$ cat config.mk
export PLATFORM = sky130hd
export DESIGN_NAME = viterbi_min_state
export DESIGN_NICKNAME = d
export VERILOG_FILES = /design/src/rtl/viterbi_pkg.sv /design/src/rtl/viterbi_min_state.sv
export SDC_FILE = /design/constraint.sdc
export NUM_CORES = 1
export LEC_CHECK = 0
export ABC_CLOCK_PERIOD_IN_PS = 4800
export CORE_MARGIN = 2
export CORE_UTILIZATION = 29
export DETAILED_ROUTE_END_ITERATION = 10
export DONT_BUFFER_PORTS = 1
export SYNTH_ARGS = -nofsm -noshare
export SYNTH_HDL_FRONTEND = slang
export SYNTH_SLANG_ARGS = --single-unit
$ cat constraint.sdc
create_clock -name vclk -period 4.8
set_input_delay 0.96 -clock vclk [all_inputs]
set_output_delay 0.96 -clock vclk [all_outputs]
set_load 0.05 [all_outputs]
$ cat src/rtl/viterbi_pkg.sv
// Shared types and sizing helpers for the Viterbi metric/traceback controller.
package viterbi_pkg;

    typedef enum logic [1:0] {
        ST_FILL  = 2'd0,
        ST_TRACE = 2'd1,
        ST_EMIT  = 2'd2
    } vtb_state_e;

    function automatic int calc_s(input int k);
        return 1 << (k - 1);
    endfunction

    function automatic int calc_m(input int t, input int d);
        return t + d;
    endfunction

    function automatic int calc_lg(input int n);
        return (n > 1) ? $clog2(n) : 1;
    endfunction

    // State 0 starts at zero, every other state starts at the saturated maximum.
    function automatic logic [1023:0] init_metrics(input int s, input int w);
        logic [1023:0] v;
        v = '0;
        for (int i = 1; i < s; i++) begin
            for (int b = 0; b < w; b++) begin
                v[i*w+b] = 1'b1;
            end
        end
        return v;
    endfunction

endpackage

$ cat src/rtl/viterbi_min_state.sv
// Combinational compare tree returning the smallest metric and its index (lowest index on ties).
module viterbi_min_state
    import viterbi_pkg::*;
#(
    parameter int S = 4,
    parameter int W = 4,
    localparam int LS = calc_lg(S)
) (
    input  logic [S*W-1:0] metrics,
    output logic [LS-1:0]  min_idx,
    output logic [W-1:0]   min_val
);

    logic [W-1:0]  nv [2*S-1];
    logic [LS-1:0] ni [2*S-1];

    // Heap layout: leaves at S-1..2S-2 in state order, so a left child always covers lower indices.
    always_comb begin
        for (int i = 0; i < S; i++) begin
            nv[S-1+i] = metrics[i*W +: W];
            ni[S-1+i] = LS'(i);
        end
        for (int n = S - 2; n >= 0; n--) begin
            if (nv[2*n+2] < nv[2*n+1]) begin
                nv[n] = nv[2*n+2];
                ni[n] = ni[2*n+2];
            end else begin
                nv[n] = nv[2*n+1];
                ni[n] = ni[2*n+1];
            end
        end
        min_val = nv[0];
        min_idx = ni[0];
    end

endmodule

==> out/results.ini <==
[pwr]
powerDensity_mw_per_mm2 = 280
ir_worst_vdd_mv = 0.130
power_mw = 0.207
p_leak_nw = 0.316

[timing]
post-route-period-util_pct = 93.9
max_freq_mhz = 222
slew-limit-headroom_pct = 72.8
setup_viol = 0
tightest_slew_ns = 0.408
slew_viol_final = 0
layout_setup_ws_ns = 0.292
hold_viol_final = 0
rsz0062_at_grt = no
fin_crit_ns = 4.51

[global_routing]
track_usage_pct = 10.7
grt_pass1_vias = 391
grt_pass1_wl_um = 1730
grt_max_degree = 6
antenna_found_initial = 0
grt-ovfl-total = 0

[synth]
ys_warn_count = 0
ys_seq_area_share_pct = 0
synth_cells = 64
synthXorXnorAreaFrac_pct = 0
synth_compound_area_share_pct = 26.8
synth_top_family_by_area = simple AND/OR/NAND/NOR gates
syn_area_um2 = 504
synthAdderAreaFrac_pct = 27.3
ys_types = 26
yosys.area_share.simple_pct = 29.3
avgSynthCellArea_um2 = 7.88
synthMuxAreaShare_pct = 9.93
syn_nets = 91

[drt]
route.met2.wl_um = 515
drt-vias-per-instance = 5.30
drc_errors = 0
drtIter0Drc = 7
wl_um = 1110
ant_nets = 0
routed.top_layer = met3
wl_met1_um = 528
vias = 466
wl_met3_um = 69
avgRoutedWirePerCell_um = 12.6
firstDrtPassIters = 3

[floorplanning]
die_w_um = 45.7
start_util_pct = 29.9
io_pins = 22
row_count = 15
dieArea_mm2 = 0.00209
core_area_mm2 = 0.00169
die_y_um = 45.7

[flow_run]
maxCapViolCount = 0

[layout]
nClkBuffers = 0
final_core_util_pct = 43.6
multi_input_area_um2 = 589
synthToLayoutAreaGrowth_pct = 46.2
seq_area_um2 = 0
finish.net_count = 100
diodes = 0
final_common_cell = ha_1
numSequentialCells = 0
num-fill-cells = 174
layout-drive-gt1-share_pct = 39.4
layout_common_cells = ha_1 (8), inv_1 (7), mux2i_4 (4), a21oi_1 (4), buf_4 (4)

[worst_setup_path]
required_ns = 3.84
crit_slowest_cell = a2111oi_4
path_cells = inv_1, ha_1, a2111oi_4, or2_2, a21oi_1, ha_1, and4b_2, o21ai_0, nor4b_4, buf_4, mux2i_4, buf_12
end_kind = output pin
criticalPathCategory = in2out
path_common_cell = ha_1
cp_max_fo = 5
path_buf_inv = 3
slowest_delay_ns = 0.43
path_delay_family = simple AND/OR/NAND/NOR gates
cp-start-kind = input port
arrival_ns = 3.55

[clock_network]
post_cts_resized = 0
cts_hold_buf = 0
cts_post_setup_buffers_inserted = 0

[run_status]
status = finished, final reports clean

[place]
gp_congestion = 0.680
hpwlAfterDp_um = 1020
place_ws_ns = 0.262
port-buffer-count = 0

[hold_path]
min_path_type = in2out

## routing by layer
| layer | vias to the layer above | global-route usage [%] |
|---|---|---|
| li1 | 257 | - |
| met1 | 197 | 16.0 |
| met2 | 12 | 17.7 |
| met3 | 0 | 0.794 |
| met4 | 0 | 0 |
| met5 | - | 0 |
## through the flow
step | cells | area [um^2] | setup TNS (ns) | hold slack [ns]
4_1_cts | 88 | 737 | 0 | 2.29
2_1_floorplan | 64 | 626 | -0.583 | 2.25
3_3_place_gp | 88 | 737 | 0 | 2.29
5_1_grt | 88 | 737 | 0 | 2.30
3_5_place_dp | 88 | 737 | 0 | 2.29
6_report | 88 | 737 | 0 | 2.29
## cells in the mapped netlist (2+ instances only)
cell	instances	area share (%)
ha_1	11	27
nand2_1	2	1.5
inv_1	9	6.7
o21ai_0	4	4.0
nor3_1	3	3.0
nor2_1	3	2.2
mux2i_1	5	9.9
or3_1	2	2.5
a21oi_1	5	5.0
nand3_1	3	3.0
nand2b_1	2	2.5
## final timing paths
kind                         end       start  depth (start not counted)  slack [ns]
worst min-delay path  min_val[1]  metrics[9]                          3        2.29
worst max-delay path  min_val[1]  metrics[1]                         12        0.29
## cell families after synthesis
kind of cell | after synthesis
and+or+nand+nor | 21
buffers and inverters | 9
adders and majority gates | 11
AOI/OAI and AO/OA | 18
muxes | 5
## final cells by class
| cell class | count | area share [%] |
|---|---|---|
| well taps | 17 | 2.89 |
| multi-input cells | 55 | 80.0 |
| inverters | 9 | 4.92 |
| repair buffers | 7 | 12.2 |
## worst min-delay path, delay by kind of cell
kind	cells	cell delay, ns
buf+inv	1	0.15
mux	2	0.21
## power breakdown
part	switching (mW)	internal, mW
clock network	0	0
registers	0	0
logic	0.109	0.0975
No activity file was read; power rests on OpenSTA's default activity.
